--- src/rtl/output_port_allocator.sv ---
// Wormhole switch allocator for one router output port: round-robin on head flits,
// output locked to the winning input until its tail flit leaves, gated by downstream credits.
module output_port_allocator #(
    parameter int NUM_PORTS = 5,
    parameter int CREDITS   = 4,
    localparam int CW = $clog2(CREDITS + 1),
    localparam int PW = (NUM_PORTS > 1) ? $clog2(NUM_PORTS) : 1
) (
    input  logic                 clk,
    input  logic                 rst,
    input  logic [NUM_PORTS-1:0] req,
    input  logic [NUM_PORTS-1:0] head,
    input  logic [NUM_PORTS-1:0] tail,
    input  logic                 credit_in,
    output logic [NUM_PORTS-1:0] grant,
    output logic                 out_valid,
    output logic                 locked,
    output logic [NUM_PORTS-1:0] owner,
    output logic [CW-1:0]        credits,
    output logic                 err
);

    typedef enum logic {
        IDLE,
        LOCKED
    } state_t;

    state_t               state;
    logic [PW-1:0]        ptr;
    logic [NUM_PORTS-1:0] owner_q;
    logic [CW-1:0]        credit_q;
    logic                 err_q;

    logic [NUM_PORTS-1:0] eligible;
    logic [NUM_PORTS-1:0] grant_c;
    logic [PW-1:0]        win_idx;
    logic                 win_found;
    logic                 has_credit;
    logic                 send;
    logic                 send_tail;
    int                   j;

    // Circular scan for the first head-flit requester starting at the round-robin pointer.
    always_comb begin
        eligible  = req & head;
        win_found = 1'b0;
        win_idx   = '0;
        j         = 0;
        for (int k = 0; k < NUM_PORTS; k++) begin
            j = int'(ptr) + k;
            if (j >= NUM_PORTS) begin
                j = j - NUM_PORTS;
            end
            if (!win_found && eligible[j]) begin
                win_found = 1'b1;
                win_idx   = PW'(j);
            end
        end
    end

    always_comb begin
        has_credit = (credit_q != '0);
        grant_c    = '0;
        if (!rst && has_credit) begin
            if (state == IDLE) begin
                if (win_found) begin
                    grant_c[win_idx] = 1'b1;
                end
            end else begin
                grant_c = owner_q & req;
            end
        end
        send      = |grant_c;
        send_tail = |(grant_c & tail);
    end

    // A credit return with nothing sent while already full is dropped and flagged.
    always_ff @(posedge clk) begin
        if (rst) begin
            state    <= IDLE;
            ptr      <= '0;
            owner_q  <= '0;
            credit_q <= CW'(CREDITS);
            err_q    <= 1'b0;
        end else begin
            case ({send, credit_in})
                2'b10: credit_q <= credit_q - CW'(1);
                2'b01: begin
                    if (credit_q == CW'(CREDITS)) begin
                        err_q <= 1'b1;
                    end else begin
                        credit_q <= credit_q + CW'(1);
                    end
                end
                default: ;
            endcase

            unique case (state)
                IDLE: begin
                    if (send) begin
                        ptr <= (win_idx == PW'(NUM_PORTS - 1)) ? '0 : win_idx + PW'(1);
                        if (!send_tail) begin
                            state   <= LOCKED;
                            owner_q <= grant_c;
                        end
                    end
                end
                LOCKED: begin
                    if (|(owner_q & req & head)) begin
                        err_q <= 1'b1;
                    end
                    if (send_tail) begin
                        state   <= IDLE;
                        owner_q <= '0;
                    end
                end
            endcase
        end
    end

    assign grant     = grant_c;
    assign out_valid = send;
    assign locked    = (state == LOCKED);
    assign owner     = owner_q;
    assign credits   = credit_q;
    assign err       = err_q;

endmodule

--- config.mk ---
export PLATFORM = sky130hd
export DESIGN_NAME = output_port_allocator
export DESIGN_NICKNAME = d
export VERILOG_FILES = /design/src/rtl/output_port_allocator.sv
export SDC_FILE = /design/constraint.sdc
export NUM_CORES = 1
export LEC_CHECK = 0
export CAP_MARGIN = 15
export CORE_MARGIN = 2
export CORE_UTILIZATION = 38
export CTS_CLUSTER_SIZE = 25
export DETAILED_ROUTE_END_ITERATION = 16
export PLACE_DENSITY = 0.66
export SLEW_MARGIN = 20
export SYNTH_ARGS = -nofsm -noshare
export SYNTH_HDL_FRONTEND = slang
export SYNTH_SLANG_ARGS = --single-unit
--- constraint.sdc ---
create_clock -name clk -period 17.61 [get_ports clk]
set_input_delay 5.283 -clock clk [delete_from_list [all_inputs] [get_ports clk]]
set_output_delay 5.283 -clock clk [all_outputs]
set_load 0.05 [all_outputs]
==> reports/results.txt, run 1 <==
The proportion of register bits with asynchronous set or reset after synthesis works out to 0%. Summed over all failing endpoints, the final setup total negative slack is 0 ps. Gates resized during post-CTS repair numbered 0.

The number of flops mapped to enable cells by yosys was 0; the vertical die dimension was 82.0 microns. The number of antenna diodes is 0, and the weighted congestion reported at the end of routability-driven placement is 0.893. The average cell area after synthesis was 7.73 sq um; the setup slack after placement was 2870 ps. Clock-pin slew was measured on the worst setup and hold paths at 60 ps. Setup violations remaining at the end of the flow were counted as 0.

Number of synthesized register bits: 13. STA classifies the critical path startpoint as an input port. For the total of max-cap violations, the log shows 0. Buffer type at the clock tree root: clkbuf_8.

For the pin with the worst max-slew slack, the measured transition is 763 ps. The largest net degree at the start of global routing was 29. Number of violations reported at the end of detailed-routing iteration 0: 140. After synthesis, the cell types taking the most area are dfxtp_1 (11%), ha_1 (7.6%), mux2i_1 (4.8%). Timing endpoint of the critical path: out_valid. When the netlist entered floorplanning its net count stood at 332.

The run gives 2,352 as the number of global-route vias before repair. Among the stages of the critical path, the cell type that occurs most often is clkdlybuf4s50_1. Of the total power, the share spent switching nets is 58.0%. TritonCTS built the clock tree. The area of the die is 6720 sq um.

The endpoint class of the critical path was an output port. Grouping stages by cell kind, the critical path spends the most delay in buffers and inverters. The average via count per standard cell was 6.16.

Leaving out fill and tap cells, the most frequent cell in the layout is clkdlybuf4s50_1. The tools report the area of the mapped netlist as 2310 sq um. In this run the power density over the cells is 225 nW/um^2.

Synthesis handed over a netlist of 299 instances. The H-tree depth is 1. For this design, the sink count on the clock tree is 13. Counting the fill cells in the layout gives 594. The number of warning messages in the yosys log is 0, and the total global routing overflow is 0. The post-route clock period utilization works out to 83.9%. The total track usage is 20.1%.

Walking the worst path, the cells encountered are clkdlybuf4s50_1, and2_1, mux4_2, a32oi_2, o311ai_2, a311oi_4, nor3_2, o32ai_4, nor2_2, nor4_4, inv_2, clkdlybuf4s50_1. The run gives 0 as the final number of max-transition violations. The flow ran to the end, and the final reports show no timing, DRC or antenna violations.

The clock network burns 4.5% of the power. The aggregate routed wire length is 6660 microns, and the number of distinct library cells after synthesis is 73. Worst hold path class: reg -> reg.

For the via total after detailed routing, the log shows 2,441. The first global-routing pass estimated 10,800 microns of wire. The analysis attributes to cell leakage a power of 0.995 nW. Count of port buffers added during placement: 33.

After legalization and detailed placement, the total HPWL measured 5050 microns. The tools report the count of pins on the block boundary as 34. The dominant combinational cell family by area after synthesis is compound AO/OA/AOI/OAI gates. The number of antenna violations at the first check in global routing was 0. The post-synthesis xor/xnor area fraction is 1.14%, and the biggest cell delay along the critical path is 720 ps. Setup repair after global routing left no endpoint under its margin. The worst path meets setup with 2830 ps of slack. Share of the synthesized area in compound gates (AO/OA/AOI/OAI): 37.8%.

The biggest area contributor in the post-synthesis netlist is dfxtp_1. The headroom to the max-slew limit was 48.6%; the number of hold violations in the final report was 0. Measured on the finished design, the core utilization comes to 46.0%. The tools report the combinational share of power as 85.5%. At the later pin of the worst-skew pair, clock insertion delay measures 250 ps.

Hold repair after CTS inserted 0 buffers. Summing the areas of all and, or, nand and nor instances in the mapped netlist gives 26.5% of the synthesized area. In this run the register-to-register setup slack is 11,960 ps. In this run the standard cell core region covers 5890 sq um. Sequential cells account for 10.0% of the total power. The data arrival time of the critical path was 9500 ps; the mux share of post-synthesis cell area was 9.79%.

The internal power of the cells totals 0.255 mW. The maximum buffer depth of the clock tree is 2, and the worst reg2reg path depth is 16. Leaving out fill and tap cells, the most frequent cells in the layout are clkdlybuf4s50_1 (33), nor2_1 (28), nand2_1 (21). In this run the worst path has a maximum fanout of 7. The worst clock skew is 4.17 ps, and the synthesis-to-finish area growth is 17.0%. In this run, CTS created clock tree buffers numbering 3. The startpoint of the most critical setup path is req[2]. The tools report the sequential cell area in the final layout as 260 sq um. The tools report the reg-to-reg endpoint as credits[2]. The die is 82.0 microns wide. VDD sags by at most 0.176 mV. Worst setup path category: in -> out. The timing-limited maximum frequency is 67.6 MHz.

The post-route netlist has 10.3% of its cells at a drive strength greater than 1. The tools report the reg-to-reg critical path startpoint as ptr[1]. The logs give 355 for the count of nets after finishing and 1930 sq um for the footprint of the multi-input gates. The minimum clock period was 14,780 ps; the effective utilization at floorplan was 39.3%. The instance count on the critical path is 12, and the detail-routed net length per standard cell is 16.8 microns. Sequential cells were found to cover 11.3% of the synthesized design area. The post-detailed-route count of antenna-violating nets was 0. The endpoint required time on the critical path is 12,330 ps. The slowest stage of the critical path belongs to the cell clkdlybuf4s50_1.

The tools report the number of iterations in the first detailed-routing pass as 4. Main flop type after synthesis: dfxtp_1. After Yosys synthesis, full adders, half adders and majority gates account for 8.44% of the synthesized area. Number of standard-cell rows in the floorplan: 28. For the switching power of the nets, the log shows 0.353 mW.

After clock tree synthesis, the setup repair step added 0 buffers. The residual DRC count is 0, and the share of the synthesized area in the top cell type is 11.3%. The worst path buffer plus inverter count came out at 3.
power groups by stage:
stage	Clock (mW)	Combinational, mW	Sequential [mW]
3_5_place_dp	0	0.514	0.0612
6_report	0.0271	0.520	0.0610
5_1_grt	0.0293	0.565	0.0630
4_1_cts	0.0280	0.517	0.0608
3_3_place_gp	0	0.512	0.0616
2_1_floorplan	0	0.381	0.0838
worst min-delay path by stage:
stage | startpoint | to | slack, ps | cells past startpoint
2_1_floorplan | owner[3] | owner[3] | 720 | 2
3_3_place_gp | err | err | 530 | 2
3_5_place_dp | err | err | 530 | 2
4_1_cts | err | err | 540 | 2
5_1_grt | owner[3] | owner[3] | 580 | 2
6_report | err | err | 540 | 2
final cells by class:
cell class | instances | area share, %
timing repair buffer | 34 | 12.5
clock buffer | 3 | 1.53
inverter | 9 | 1.25
clock inverter | 1 | 0.185
multi-input combinational | 261 | 71.5
tap | 75 | 3.47
sequential | 13 | 9.62
state kept, by name, summed over array words and instances (netlist names):
register and flops:
owner 5, locked 1, err 1, ptr 3
credits 3
metrics by stage:
step / hold slack, ps / cell area [sq um] / total power [mW] / std cells
finish: 544 / 2710 / 0.608 / 396
global route: 578 / 2710 / 0.657 / 396
CTS: 540 / 2710 / 0.606 / 396
detailed placement: 529 / 2660 / 0.575 / 392
global placement: 527 / 2660 / 0.574 / 392
floorplan: 722 / 2310 / 0.465 / 299
cells in the mapped netlist (3+ instances only):
cell type  number
a211o_1         3
a21o_1          7
a21oi_1        19
a221o_1         3
a31oi_1         9
a32o_1          3
and2_1          5
and3_1          3
buf_2           8
clkbuf_1        6
dfxtp_1        13
ha_1           14
inv_1           6
inv_2           3
mux2_2          4
mux2i_1        11
nand2_1        21
nand2b_1        4
nand3_1        14
nand3b_1        3
nand4_1         5
nor2_1         28
nor2b_1         4
nor3_1         10
o211ai_1        4
o21ai_0        15
o221ai_1        5
or3_1           7
routing by layer:
| layer | track usage [%] | vias up | share of wire [%] |
|---|---|---|---|
| li1 | - | 1220 | - |
| met1 | 26.1 | 1136 | 46 |
| met2 | 34.4 | 74 | 48 |
| met3 | 1.76 | 11 | 4.5 |
| met4 | 7.67 | 0 | 1.7 |
| met5 | 0 | - | 0 |
worst reg2reg max path, stage by stage (launching register included):
cell	delay [ps]
dfxtp_1	700
inv_1	340
ha_1	690
inv_2	170
mux2i_1	300
mux2i_1	270
o21ai_0	310
nor4b_2	700
o22ai_2	260
o21a_1	270
a21o_1	210
nor4_4	350
nand2_1	130
fa_1	390
and3_1	160
mux2i_1	160
mux2i_1	190
kinds of logic after synthesis:
group | count (synthesis)
buffers and inverters | 25
DFF | 13
muxes | 19
and+or+nand+nor | 115
AOI/OAI and AO/OA | 109
xor gates and xnor gates | 3
adders and majority gates | 15
No activity file was read; power rests on OpenSTA's default activity.
==> run 2, diff against run 1 <==
- PLACE_DENSITY: 0.66 -> 0.69
- clock period: 17.61 -> 13.15 ns (I/O delays scaled with it)
==> run 2 against run 1 <==
  * Combinational power up 36%
  * Clock power up 46%
  * Critical path depth unchanged
  * Sequential power up 35%
  * Highest routed layer unchanged
  * Largest power group unchanged
  * Clock skew down 2.7 ps
  * Count of clock-buffer cells in the layout unchanged
  * Final cell count unchanged
  * Power up 36%
==> reports/results.txt, run 2 (synthesis gave the netlist of run 1 again) <==
The run finished with clean final reports. The number of fillers in the final layout was 604. Entering global routing, the biggest net connects 29 pins.

Vertical die dimension: 82.0 microns. Setup repair after global routing left no endpoint under its margin. Worst hold path class: reg -> reg. The share of cells above drive strength 1 came out at 10.3%.

The placed instances occupy a cell area of 2660 sq um. Of all nets on the critical path, the largest fanout is 7. The clock drives 13 sinks. The H-tree depth is 1, and the number of hold violations in the final report is 0.

The average via count per standard cell is 6.27. The source of the worst hold timing path is err. The number of global-route vias before repair was 2,500; the post-detailed-route count of antenna-violating nets was 0.

The worst clock skew came out at 1.50 ps. Traced cell by cell, the critical path runs through clkdlybuf4s50_1, and2_1, mux4_2, a32oi_2, o311ai_2, a311oi_4, nor3_2, o32ai_4, nor2_2, nor4_4, inv_2, clkdlybuf4s50_1. The top cell types in the final layout, fill and taps aside, are clkdlybuf4s50_1 (33), nor2_1 (28), nand2_1 (21). Setup violations remaining at the end of the flow were counted as 0. The buffer type at the clock tree root is clkbuf_8. The tools report the endpoint class of the critical path as an output port.

The number of buffers inserted to repair setup after CTS is 0, and the timing-limited maximum frequency is 81.6 MHz. The tools report the headroom to the max-slew limit as 52.8%. The via total after detailed routing was 2,482. The total track usage is 22.2%, and the TritonCTS buffer count is 3. The number of antenna diodes came out at 0.

For this design the static power due to leakage is 0.995 nW. The worst path buffer plus inverter count is 3, and the first-pass GRT wire length is 11,900 microns. Summing all non-filler instances in the final layout gives an area of 2710 sq um.

Detailed placement finished with a half-perimeter wire length of 5320 microns. Most used routing layer in global routing: met2. The setup slack of the worst register-to-register path was 7330 ps. The tools report the number of standard-cell rows in the floorplan as 28.

For this design the ratio of total power to cell area is 306 nW/um^2. After detailed routing, the number of remaining DRC violations is 0. Cell repeated most along the worst path: clkdlybuf4s50_1.

In the global route stage, met2 resource usage came out at 39.5%. After the first detailed-routing iteration, the DRC count stood at 135. At the pin with the least slew margin, the transition time is 701 ps.

For this run, the detailed router's first-pass iteration total came to 4. The global routing usage on met1 was 28.3%; the met3 track demand over resource was 1.98%. Slowest library cell on the worst path: clkdlybuf4s50_1. The end point of the worst hold path is err.

Among cell families on the critical path, the largest total delay comes from buffers and inverters. The worst hold path depth is 2. Kind of start point of the critical path: an input port. Leading cell type in the layout, fill and taps excluded: clkdlybuf4s50_1. Hold is met by 535 ps. In the final routed layout, each cell accounts on average for 17.9 microns.

The die is 82.0 microns wide. The critical path is of the in -> out type. Final number of max-transition violations: 0.

The worst register-to-register path ends at credits[2]. The logs give 34 for the count of pins on the block boundary and 0 for the post-CTS resize count. For this run the aggregate overflow at the end of global routing stands at 0. The design draws 0.827 mW. After floorplanning, the core was sized to cover 5890 sq um.

TritonCTS built the clock tree. The effective utilization at floorplan is 39.3%, and the flip-flop count of the largest register, all copies and words added is 5. During placement, the flow inserted port buffers numbering 33. The tool flagged a number of max-cap violations equal to 0. At the later pin of the worst-skew pair, clock insertion delay measures 260 ps.

The number of hold buffers added after CTS was 0. The run gives 2 as the maximum buffer depth of the clock tree. The biggest cell delay along the critical path is 730 ps, and the count of nets after finishing is 355.

The synthesis-to-finish area growth was 17.0%. The most critical setup path has its startpoint at req[2]. After layout, the minimum clock period comes to 12,260 ps. At the worst endpoint, the arrival time is 8310 ps. The clock transition at the registers of the reported paths is 70 ps.

The die covers 6720 sq um. Summed over all failing endpoints, the final setup total negative slack is 0 ps. Routability-driven placement finished with a final weighted congestion of 0.918. The number of cells on the worst reg-to-reg path is 16. The maximum VDD drop is 0.261 mV, and the number of antenna violations at the first check in global routing is 0. In this run the critical register-to-register path is launched from ptr[1]. The post-route clock period utilization came out at 93.2%. For the endpoint required time on the critical path, the log shows 9200 ps. The run gives 7100 microns as the aggregate routed wire length.
-- run 2: cell counts in the layout (fill, tap and decap cells not counted) --
Identical to the previous run, type by type.
-- run 2: final cells by class --
type / count / area (sq um) / area share [%]
well taps: 75 / 93.8 / 3.47
flip-flops and latches: 13 / 260 / 9.62
multi-input cells: 261 / 1930 / 71.5
clock inverters: 1 / 5.00 / 0.185
repair buffers: 34 / 338 / 12.5
clock buffers: 3 / 41.3 / 1.53
inverters: 9 / 33.8 / 1.25
-- run 2: worst max-delay path by stage --
stage	slack, ps	endpoint	cells after the start
after floorplan	2500	grant[4]	9
after global placement	1110	out_valid	12
after detailed placement	940	out_valid	12
after CTS	920	out_valid	12
after global routing	700	out_valid	12
final	890	out_valid	12
-- run 2: worst reg2reg max path, delay by kind of cell, from the launching register on --
family                   cells  cell delay, ps
multiplexers                 4             920
AND/OR/NAND/NOR              4            1380
buffers and inverters        2             550
adder cells (fa/ha/maj)      2            1130
flip-flops                   1             740
AO/OA/AOI/OAI                4            1050
-- run 2: power breakdown --
group | internal (mW) | leakage, nW | switching [mW]
Combinational | 0.266 | 0.863 | 0.439
Sequential | 0.0545 | 0.106 | 0.0278
Clock | 0.0211 | 0.0255 | 0.0186
-- run 2: routing by layer --
metal	vias to the layer above	part of all wire [%]	routed length [microns]
met5	-	0	0
met3	13	4.3	307
li1	1214	-	-
met2	79	48	3440
met1	1176	45	3210
met4	0	2.0	140
-- run 2: per-stage QoR --
step,setup WS (ps),util (%),cells
2_1_floorplan,2500,-,299
3_3_place_gp,1110,45.2,392
3_5_place_dp,937,45.2,392
4_1_cts,924,46.0,396
5_1_grt,696,46.0,396
6_report,890,46.0,396
==> run 3, diff against run 2 <==
- CORE_ASPECT_RATIO: default -> 1.5
==> run 3 against run 2 <==
  * Routed wire length rose by 2.9%
  * Critical path depth did not move
  * Sequential share of layout area barely moved
  * Clock power fell by 2%
  * Largest cell class unchanged
==> reports/results.txt, run 3 (synthesis gave the netlist of run 1 again) <==
The share of total power dissipated in combinational logic is 85.4%. The run gives 0 as the number of buffers inserted to repair setup after CTS. On the final layout, the worst clock skew is 6.68 ps. The number of placed cells counting well taps is 389.

The worst register-to-register path ends at credits[2]. Headroom to the max-slew limit: 47.1%. The clock network latency to the later pin of the worst-skew pair was 250 ps. The number of antenna violations at the first check in global routing is 0, and the count of nets after finishing is 355.

Using the TritonRoute via totals, the vias-per-cell ratio works out to 6.64. Setup violations remaining at the end of the flow were counted as 0. Power comes to 0.832 mW. The die covers 6740 sq um. Setup repair after global routing left no endpoint under its margin.

The first global-routing pass estimated 11,800 microns of wire. The core region is 5830 sq um. The tools report the number of antenna diodes as 0.

For this design, the sink count on the clock tree is 13. The first routing iteration left 115 violations. The pre-antenna-repair detailed-routing pass consisted of 4 iterations. In this run the deepest clock path goes through 2 buffers. After clock tree synthesis, the repair step resized 0 gates.

The timing endpoint of the critical path is out_valid. The share of total power in the clock network is 4.7%. In the routed design, unresolved DRC markers number 0. The worst setup path is launched from an input port. The tools report the via total after detailed routing as 2,610. The largest net degree at the start of global routing was 29. For the cell internal power dissipation, the log shows 0.342 mW. The analysis attributes to cell leakage a power of 0.995 nW. The tools report the number of standard-cell rows in the floorplan as 34. After clock tree synthesis, the clock-pin slew on the worst setup and hold paths is 60 ps. The post-route clock period utilization was 92.4%; the maximum VDD drop was 0.250 mV.

Compared with the post-synthesis result, the final layout area differs by 16.8%. The worst setup path category is in -> out. The run gives 0 as the number of hold violations in the final report.

The total of max-cap violations was 0. The leading cell type in the layout, fill and taps excluded was clkdlybuf4s50_1. The post-route worst hold slack was 542 ps. The routed design could run at a clock period as short as 12,150 ps.

The number of cells on the worst reg-to-reg path is 16. The tools report the count of placed standard cells in the final layout, fillers left out as 393. For the worst setup path, the data required time is 9200 ps. Timing-limited maximum frequency: 82.3 MHz. The tightest min-delay check is of the reg -> reg type. The share of cells above drive strength 1 was 10.3%.

Pin slew with the least headroom to its limit: 784 ps. Data on the critical path arrives at its endpoint at 8210 ps. The vertical die dimension is 99.5 microns, and the weighted congestion reported at the end of routability-driven placement is 0.883. Leaving out fill and tap cells, the most frequent cells in the layout are clkdlybuf4s50_1 (33), nor2_1 (28), nand2_1 (21). The initial utilization of the core area, before any placement, comes to 39.7%. The startpoint of the most critical setup path was req[2]. The reg-to-reg critical path startpoint was ptr[1].

In this run the worst path has a maximum fanout of 7. The tools report the setup slack of the worst register-to-register path as 7420 ps. Summed over all nets, the switching power comes to 0.490 mW.

The x dimension of the die was 67.7 microns; the TritonCTS buffer count was 3. TritonCTS built the clock tree. The sequential power share was 9.9%; the number of buffers inserted for hold repair after clock tree synthesis was 0.

The final layout contains routed wiring with a total length of 7310 microns. Adding up every negative setup slack in the final design gives 0 ps. Global routing consumed, over all layers together, 22.5% of the routing resources. The number of global-route vias before repair is 2,500. The flow ran to the end, and the final reports show no timing, DRC or antenna violations.

For this run the aggregate overflow at the end of global routing stands at 0. Pin placement for this block handled 34 I/O pins. Count of port buffers added during placement: 33. The register with the most flip-flops in the layout has 5 of them. Once detailed placement completed, the half-perimeter wirelength came to 5590 microns. The fraction of power spent switching nets came out at 58.9%. The detail-routed net length per standard cell came out at 18.6 microns. Endpoint class of the critical path: an output port. In this run the remaining antenna-violating nets after routing total 0.

The run gives 0 as the final number of max-transition violations. The root buffer cell chosen for the clock tree is clkbuf_8. H-tree depth: 1. The power density over cell area works out to 308 nW/um^2.
[run 3: cell counts in the layout (fill, tap and decap cells not counted)]
No cell type changed its count.
[run 3: critical path: stages]
cell,delay (ps)
clkdlybuf4s50_1,510
and2_1,290
mux4_2,510
a32oi_2,300
o311ai_2,220
a311oi_4,480
nor3_2,120
o32ai_4,360
nor2_2,110
nor4_4,500
inv_2,120
clkdlybuf4s50_1,720
[run 3: power by group through the flow]
stage / logic (mW) / registers (mW) / clock network, mW
floorplan: 0.511 / 0.112 / 0
global placement: 0.694 / 0.0827 / 0
detailed placement: 0.700 / 0.0827 / 0
CTS: 0.704 / 0.0823 / 0.0390
global route: 0.763 / 0.0867 / 0.0414
finish: 0.711 / 0.0828 / 0.0388
[run 3: cell type report]
type | instances | area (sq um)
fillers | 577 | 3130
clock buffers | 3 | 41.3
repair buffers | 34 | 338
flip-flops and latches | 13 | 260
multi-input cells | 261 | 1930
clock inverters | 1 | 5.00
well taps | 72 | 90.1
inverters | 9 | 33.8
[run 3: worst min path at each step]
stage,start,end,slack (ps),depth (start not counted)
finish,owner[3],owner[3],540,2
floorplan,owner[3],owner[3],720,2
CTS,owner[3],owner[3],550,2
global placement,owner[3],owner[3],530,2
detailed placement,owner[3],owner[3],530,2
global route,owner[3],owner[3],580,2
[run 3: metrics by stage]
step	util, %	area [sq um]	setup slack, ps
3_5_place_dp	45.6	2660	1070
5_1_grt	46.4	2700	780
6_report	46.4	2700	999
3_3_place_gp	45.6	2660	1160
4_1_cts	46.4	2700	1060
2_1_floorplan	-	2310	2500
[run 3: layer usage]
layer | vias to the layer above | global-route usage [%] | part of all wire [%]
met5 | - | 0 | 0
met4 | 0 | 17.0 | 7.9
met3 | 46 | 1.36 | 3.5
met2 | 109 | 39.3 | 51
met1 | 1240 | 24.3 | 38
li1 | 1215 | - | -
